===== src/rtl/io_line_sequencer.sv =====
// -----------------------------------------------------------------------------
// io_line_sequencer
//
// Steps a bank of CHANNELS output-line controllers through a programmable
// table of {delay, duration} values. Each step is loaded onto the line buses,
// the lines are armed (mark) and fired (go), and the sequencer waits until
// every line reports completion before moving on. The whole table of
// num_steps steps is repeated repeat_count times.
//
// Optional feature macro: IO_SEQ_TIMEOUT_EN
//   When defined, a per-step watchdog aborts the sequence once a step has
//   spent TIMEOUT_CYCLES cycles in RUN, exactly as a hard_stop would.
//
// Ports
//   clk, rst          clock; synchronous active-low reset
//   cfg_we            table write strobe (ignored while busy)
//   cfg_step/cfg_chan table address
//   cfg_delay/cfg_duration  table write data
//   num_steps         steps per pass, sampled at start, clamped to STEPS
//   repeat_count      passes, sampled at start, 0 treated as 1
//   start             begin a sequence (honoured only when idle)
//   hard_stop         abort immediately, highest priority
//   line_complete     per-channel completion flags from the line controllers
//   line_delay        per-channel delay,    channel c at [32c+31:32c]
//   line_duration     per-channel duration, same packing
//   line_mark         arm all lines
//   line_go           fire all lines
//   line_clr          active-high clear to all lines
//   busy              sequence in progress
//   done              one-cycle pulse on normal completion
//   aborted           one-cycle pulse on hard stop / timeout while busy
//   cur_step          step currently executing
//   cur_pass          zero-based pass index
// -----------------------------------------------------------------------------
module io_line_sequencer #(
  parameter int          CHANNELS       = 4,
  parameter int          STEPS          = 8,
  parameter logic [31:0] TIMEOUT_CYCLES = 32'd100_000_000
) (
  input  logic                       clk,
  input  logic                       rst,
  input  logic                       cfg_we,
  input  logic [$clog2(STEPS)-1:0]   cfg_step,
  input  logic [$clog2(CHANNELS)-1:0] cfg_chan,
  input  logic [31:0]                cfg_delay,
  input  logic [31:0]                cfg_duration,
  input  logic [$clog2(STEPS):0]     num_steps,
  input  logic [15:0]                repeat_count,
  input  logic                       start,
  input  logic                       hard_stop,
  input  logic [CHANNELS-1:0]        line_complete,
  output logic [CHANNELS*32-1:0]     line_delay,
  output logic [CHANNELS*32-1:0]     line_duration,
  output logic                       line_mark,
  output logic                       line_go,
  output logic                       line_clr,
  output logic                       busy,
  output logic                       done,
  output logic                       aborted,
  output logic [$clog2(STEPS)-1:0]   cur_step,
  output logic [15:0]                cur_pass
);

  localparam int SW = $clog2(STEPS);

  localparam logic [SW:0] STEP_MAX = (SW+1)'(STEPS);

  localparam logic [2:0] ST_IDLE = 3'd0;
  localparam logic [2:0] ST_LOAD = 3'd1;
  localparam logic [2:0] ST_ARM  = 3'd2;
  localparam logic [2:0] ST_RUN  = 3'd3;
  localparam logic [2:0] ST_NEXT = 3'd4;
  localparam logic [2:0] ST_DONE = 3'd5;

  logic [2:0]  state_q;
  logic [2:0]  state_d;
  logic [SW:0] steps_q;
  logic [15:0] reps_q;
  logic        stop_clr_q;
  logic        aborted_q;

  logic [SW-1:0] step_d;
  logic [15:0]   pass_d;
  logic          load_en;
  logic          accept;
  logic          stop;
  logic          timeout_hit;
  logic          busy_w;

  logic [31:0] delay_tab [STEPS][CHANNELS];
  logic [31:0] dur_tab   [STEPS][CHANNELS];

  assign busy_w = (state_q == ST_LOAD) || (state_q == ST_ARM) ||
                  (state_q == ST_RUN)  || (state_q == ST_NEXT);

  // ---------------------------------------------------------------------------
  // Step table. Written only while idle so a running sequence always sees a
  // consistent table.
  // NOTE: the table is deliberately left out of reset; a reset mid-run must
  // not lose the programmed sequence, and a resettable array would also stop
  // this mapping onto plain storage.
  // ---------------------------------------------------------------------------
  always_ff @(posedge clk) begin
    if (cfg_we && !busy_w && (32'(cfg_step) < STEPS) && (32'(cfg_chan) < CHANNELS)) begin
      delay_tab[cfg_step][cfg_chan] <= cfg_delay;
      dur_tab[cfg_step][cfg_chan]   <= cfg_duration;
    end
  end

  // ---------------------------------------------------------------------------
  // Optional per-step watchdog. The counter sits at zero outside RUN, so it
  // reads zero in the first RUN cycle and the abort lands exactly
  // TIMEOUT_CYCLES cycles after entering RUN.
  // ---------------------------------------------------------------------------
`ifdef IO_SEQ_TIMEOUT_EN
  logic [31:0] run_cnt_q;

  always_ff @(posedge clk) begin
    if (!rst) begin
      run_cnt_q <= '0;
    end else if (state_q != ST_RUN) begin
      run_cnt_q <= '0;
    end else begin
      run_cnt_q <= run_cnt_q + 32'd1;
    end
  end

  assign timeout_hit = (state_q == ST_RUN) && (run_cnt_q == TIMEOUT_CYCLES - 32'd1);
`else
  assign timeout_hit = 1'b0;
`endif

  assign stop = hard_stop || timeout_hit;

  // ---------------------------------------------------------------------------
  // Next-state logic. step_d is also the table row loaded on the buses
  // whenever load_en is set (every transition into LOAD).
  // NOTE: every signal gets a default before the case so no path leaves it
  // unassigned, which would otherwise infer a latch.
  // ---------------------------------------------------------------------------
  always_comb begin
    state_d = state_q;
    step_d  = cur_step;
    pass_d  = cur_pass;
    load_en = 1'b0;
    accept  = 1'b0;
    if (stop) begin
      state_d = ST_IDLE;
    end else begin
      case (state_q)
        ST_IDLE: begin
          if (start) begin
            if (num_steps == '0) begin
              state_d = ST_DONE;
            end else begin
              accept  = 1'b1;
              load_en = 1'b1;
              step_d  = '0;
              pass_d  = '0;
              state_d = ST_LOAD;
            end
          end
        end
        ST_LOAD: state_d = ST_ARM;
        ST_ARM:  state_d = ST_RUN;
        ST_RUN: begin
          if (&line_complete) begin
            state_d = ST_NEXT;
          end
        end
        ST_NEXT: begin
          if (({1'b0, cur_step} + (SW+1)'(1)) < steps_q) begin
            step_d  = cur_step + SW'(1);
            load_en = 1'b1;
            state_d = ST_LOAD;
          end else if (({1'b0, cur_pass} + 17'd1) < {1'b0, reps_q}) begin
            step_d  = '0;
            pass_d  = cur_pass + 16'd1;
            load_en = 1'b1;
            state_d = ST_LOAD;
          end else begin
            state_d = ST_DONE;
          end
        end
        ST_DONE: state_d = ST_IDLE;
        default: state_d = ST_IDLE;
      endcase
    end
  end

  // ---------------------------------------------------------------------------
  // State and datapath registers.
  // NOTE: non-blocking assignments throughout, so every register samples the
  // pre-edge values regardless of statement order.
  // ---------------------------------------------------------------------------
  always_ff @(posedge clk) begin
    if (!rst) begin
      state_q       <= ST_IDLE;
      steps_q       <= '0;
      reps_q        <= '0;
      cur_step      <= '0;
      cur_pass      <= '0;
      stop_clr_q    <= 1'b0;
      aborted_q     <= 1'b0;
      line_delay    <= '0;
      line_duration <= '0;
    end else begin
      state_q    <= state_d;
      cur_step   <= step_d;
      cur_pass   <= pass_d;
      stop_clr_q <= stop;
      aborted_q  <= stop && busy_w;
      if (accept) begin
        steps_q <= (num_steps > STEP_MAX) ? STEP_MAX : num_steps;
        reps_q  <= (repeat_count == 16'd0) ? 16'd1 : repeat_count;
      end
      if (load_en) begin
        for (int c = 0; c < CHANNELS; c++) begin
          line_delay[32*c +: 32]    <= delay_tab[step_d][c];
          line_duration[32*c +: 32] <= dur_tab[step_d][c];
        end
      end
    end
  end

  // Control outputs decode directly from the state; the post-abort clear
  // comes from a one-cycle flag since the state is already back in IDLE.
  assign line_mark = (state_q == ST_ARM) || (state_q == ST_RUN);
  assign line_go   = (state_q == ST_RUN);
  assign line_clr  = (state_q == ST_LOAD) || (state_q == ST_NEXT) || stop_clr_q;
  assign busy      = busy_w;
  assign done      = (state_q == ST_DONE);
  assign aborted   = aborted_q;

endmodule


===== config.mk =====
export PLATFORM = sky130hd
export DESIGN_NAME = io_line_sequencer
export DESIGN_NICKNAME = d
export VERILOG_FILES = /design/src/rtl/io_line_sequencer.sv
export SDC_FILE = /design/constraint.sdc
export NUM_CORES = 2
export LEC_CHECK = 0
export CORE_ASPECT_RATIO = 1.4
export CORE_MARGIN = 2
export CORE_UTILIZATION = 35
export CTS_CLUSTER_SIZE = 12
export DETAILED_ROUTE_END_ITERATION = 7
export REMOVE_ABC_BUFFERS = 1
export SYNTH_ARGS = -nofsm -noshare
export SYNTH_HDL_FRONTEND = slang
export SYNTH_SLANG_ARGS = --single-unit

===== constraint.sdc =====
create_clock -name clk -period 4.6 [get_ports clk]
set_input_delay 0.46 -clock clk [delete_from_list [all_inputs] [get_ports clk]]
set_output_delay 0.46 -clock clk [all_outputs]
set_load 0.02 [all_outputs]

==> flow_results.org <==
** Routing
- The detailed router finished its first iteration with between 5000 and 6000 violations.
- For this block, the routed nets add up to between 200000 and 300000 um of wire.
- Mean routed wirelength per cell :: 27.2 um
- Total vias in the final route :: roughly 57000
- Antenna Nets Post-Route :: 0
- In the routed layout, each cell is associated on average with a via count of roughly 5.5.
- The first TritonRoute pass finished after 6 iterations.
- For this run, design rule violations remaining after detail routing come to 0.

** STA
- Tightest Pin Transition :: between 1 and 1.5 ns
- Counting I/O delays and the setup requirement, the final critical path takes about 4.4 ns.
- Timing would allow up to approximately 230 MHz.
- Setup violations remaining at the end of the flow were counted as 0.
- Headroom to the max-slew limit came out at between 10% and 20%.
- On the final layout, the worst hold slack is 0.0806 ns.
- Smallest setup slack after layout :: approximately 0.23 ns
- Between clock sinks in the finished design, the worst skew comes to between 0.07 and 0.08 ns.
- Final Hold Violating Endpoints :: 0
- Setup repair after global routing left no endpoint under its margin.
- Summed negative setup slack over all endpoints :: 0 ns
- The max-slew violation count was 0.
- Crit share post-route :: a little over nine tenths

** Clock tree
- Buffer type at the clock tree root :: clkbuf_16
- Clock tree from TritonCTS :: done
- After clock tree synthesis, the flow added hold-fix buffers numbering 0.
- Inserted Clock Buffers :: 231
- CTS built an H-tree with a depth of 4.
- CTS saw ~2300 sinks.
- Clock Pin Slew Worst Setup and Hold Paths :: 0.06 ns
- Clock latency reported for the late side of the worst-skew pair :: about 0.9 ns
- Bufs on Longest Clock Path :: 4

** Setup path
- STA classifies the critical path startpoint as a flop.
- At the worst endpoint, the arrival time is 5.12 ns.
- Stage delay of the slowest cell on the critical path :: about 0.44 ns
- Critical path peak fanout :: 39
- Worst Reg2Reg Path Length in Cells :: 17
- Worst flop-to-flop path endpoint :: line_duration[49]
- By startpoint and endpoint, the worst setup path is classified as reg2reg.
- Data on the critical path is required at its endpoint by approximately 5.4 ns.
- Across all register-to-register paths, the minimum setup slack is approximately 0.23 ns.
- The slowest stage of the critical path belongs to the cell or3_4.
- STA classifies the critical path endpoint as a flop.
- Series of cell instances along the critical path :: ha_1, nand3_2, or3_4, xnor2_1, ha_1, nand4_1, a211oi_1, nor3_2, buf_4, o21a_1, a31oi_4, buf_12, buf_12, buf_4, nor2_1, or3_1, a21oi_1
- Beginning of the worst register-to-register path :: cur_pass[1]

** Job
- The tool flagged a number of max-cap violations equal to 0.

** Pwr
- IR Drop Worst-Case VDD :: 0.000321 V
- For this design the ratio of total power to cell area is between 400 and 500 mW/mm^2.
- Summed over all cells, the static leakage comes to roughly 0.033 uW.
- Sum of internal, switching and leakage power :: 43200 uW

** Synth
- In this run, distinct cell masters in the synthesized netlist total between 50 and 60.
- Total standard cell area after synthesis :: between 0.08 and 0.09 mm^2
- The cell count after synthesis came out at roughly 6400.
- Most area-hungry cell type in the Yosys netlist :: edfxtp_1
- Most used DFF post-synth :: edfxtp_1
- After synthesis, the share of flip-flops with an asynchronous set or reset is 0%.
- Largest cells by area after synthesis :: edfxtp_1, dfxtp_1, nand2_1
- A synthesized cell averages roughly 14 um^2.
- Flop and latch count out of synthesis :: between 2000 and 2500
- Proportion of synthesized chip area in sequential cells :: between 70% and 80%
- The share of synthesized area in the top cell type comes to 69.7%.
- Number of flops mapped to enable cells by yosys :: 2048
- During synthesis, Yosys emitted a total of 0 warnings.

** Hold path
- The worst hold path begins at rst.
- Worst hold path class :: in2reg
- Worst Hold Endpoint :: line_duration[46]
- Along the worst hold path, the cell count comes to 3.

** GRT
- The first global-routing pass estimated between 300000 and 400000 um of wire.
- Across every metal layer, demand over resource in global routing totals 21.2%.
- Most Used Layer, Global Route :: met2
- Final global-route overflow total :: 0
- The number of antenna violations at the first check in global routing came to 19.
- For this run, global-route usage on met2 was measured as 35.4%.
- Via count of the first global-routing pass :: 55700
- For this run, global-route usage on met1 was measured as between 20 and 30%.
- Met3 Use GR :: between 3 and 4%
- Largest net degree at the start of global routing :: 123

** Finish
- Leaving out fill and tap cells, the most frequent cell in the layout is edfxtp_1.
- Number of fillers in the final layout :: roughly 22000
- From synthesis to final layout, the design area changed by 18.6%.
- Highest-count cells in the layout ignoring fill and taps :: edfxtp_1, nand2_1, nand3_1
- The post-route netlist has approximately 8% of its cells at a drive strength greater than 1.
- Final Net Count :: around 6900
- The finished cells cover 0.105 mm^2.

** Run status
- Result of the run :: finished clean

** Floorplanning
- Pin placement for this block handled between 300 and 400 I/O pins.
- The die covers roughly 0.26 mm^2.
- Once the floorplan was initialized, standard cells occupied roughly a third of the core.
- The floorplan has around 220 rows.
- Vertical extent of the die :: 598 um
- Chip Width :: 428 um
- Placeable core region :: ~0.25 mm^2

** Placement
- Minimum setup slack after placement :: -0.0687 ns
- The congestion estimate from routability-driven global placement came to ~0.80.
- Detailed placement finished with a half-perimeter wire length of 148000 um.
- Buffers on Ports :: between 300 and 400
- Standard cell area after detailed placement :: roughly 0.098 mm^2
## what timing repair did
action | 4_1_cts | 5_1_grt
pin swaps | 0 | 3
resized for setup | 2 | 5
setup buffers | 0 | 1
setup endpoints to repair | 76 | 256
## critical path: cells and delay by family, from the launching register on
kind | cells | cell delay [ns]
and+or+nand+nor | 6 | 1.18
DFF | 1 | 0.39
xor gates and xnor gates | 1 | 0.16
AOI/OAI and AO/OA | 4 | 0.99
buffers and inverters | 4 | 0.87
adders and majority gates | 2 | 0.61
## where the power goes
part	internal [uW]	switching, uW
Combinational	671	1220
Clock	9750	7840
Sequential	23500	271
## metrics by stage
| stage | util [%] | std cells |
|---|---|---|
| floorplan | - | 5967 |
| global placement | 38.9 | 9871 |
| detailed placement | 38.9 | 9871 |
| CTS | 41.6 | 10300 |
| global route | 41.6 | 10300 |
| finish | 41.6 | 10300 |
## cells by family after synthesis
logic type | synth area share [%]
fa+ha+maj | 0.284
buf+inv | 2.16
flops | 76.5
compound gates | 7.32
simple gates | 13.5
xor+xnor | 0.169
## cell usage after synthesis (2+ instances only)
| cell | n |
|---|---|
| xor2_1 | 7 |
| buf_2 | 124 |
| and2_1 | 7 |
| o221ai_1 | 2 |
| o211a_1 | 3 |
| dfxtp_1 | 300 |
| nor4_1 | 4 |
| o21ai_0 | 65 |
| a21o_1 | 4 |
| nor3b_1 | 2 |
| buf_4 | 5 |
| nand4_1 | 3 |
| nor3_1 | 8 |
| o41ai_1 | 2 |
| nand3b_1 | 6 |
| or3_1 | 461 |
| nor2_1 | 512 |
| edfxtp_1 | 2048 |
| o31ai_1 | 2 |
| nand3_1 | 501 |
| nor2b_1 | 4 |
| ha_1 | 20 |
| or3b_2 | 2 |
| a21boi_0 | 25 |
| o221a_2 | 4 |
| xnor2_1 | 10 |
| o211ai_1 | 232 |
| a221oi_1 | 56 |
| nand2b_1 | 2 |
| a21oi_1 | 245 |
| a31oi_1 | 32 |
| buf_1 | 21 |
| inv_1 | 19 |
| and3_1 | 36 |
| o21a_1 | 2 |
| clkbuf_1 | 293 |
| nand2_1 | 1092 |
| o2111ai_1 | 229 |
## how the worst max path moves through the flow
stage	startpoint	end	slack [ns]
after floorplan	cur_pass[0]	line_delay[0]	-36.80
after global placement	cur_pass[1]	line_duration[42]	0.08
after detailed placement	cur_pass[1]	line_duration[42]	-0.07
after CTS	cur_pass[1]	line_delay[61]	0.03
after global routing	cur_pass[1]	line_delay[36]	0.02
final	cur_pass[1]	line_duration[49]	0.23
## registers in the layout, summed over array words and instances, names as in the netlist
signal,cells
line_delay,128
dur_tab,1024
reps_q,16
cur_pass,16
state_q,3
stop_clr_q,1
steps_q,4
cur_step,3
aborted,1
delay_tab,1024
line_duration,128
## routing by layer
layer / vias to the layer above / wire length, um / share of wire [%]
li1: 24800 / - / -
met1: 29300 / 114000 / 41
met2: 2463 / 134000 / 48
met3: 509 / 21000 / 7.5
met4: 14 / 10400 / 3.7
met5: - / 94 / 0.034
## final cells by class
class	instances	area, um^2	share of cell area [%]
sequential	2348	67500	64.5
tap	3300	4130	3.95
inverter	19	71.3	0.0682
multi-input combinational	3600	19200	18.3
timing repair buffer	605	6910	6.60
antenna	11	27.5	0.0263
clock inverter	19	246	0.236
clock buffer	393	6570	6.28
Note: power is estimated with default switching activity, not from simulation.
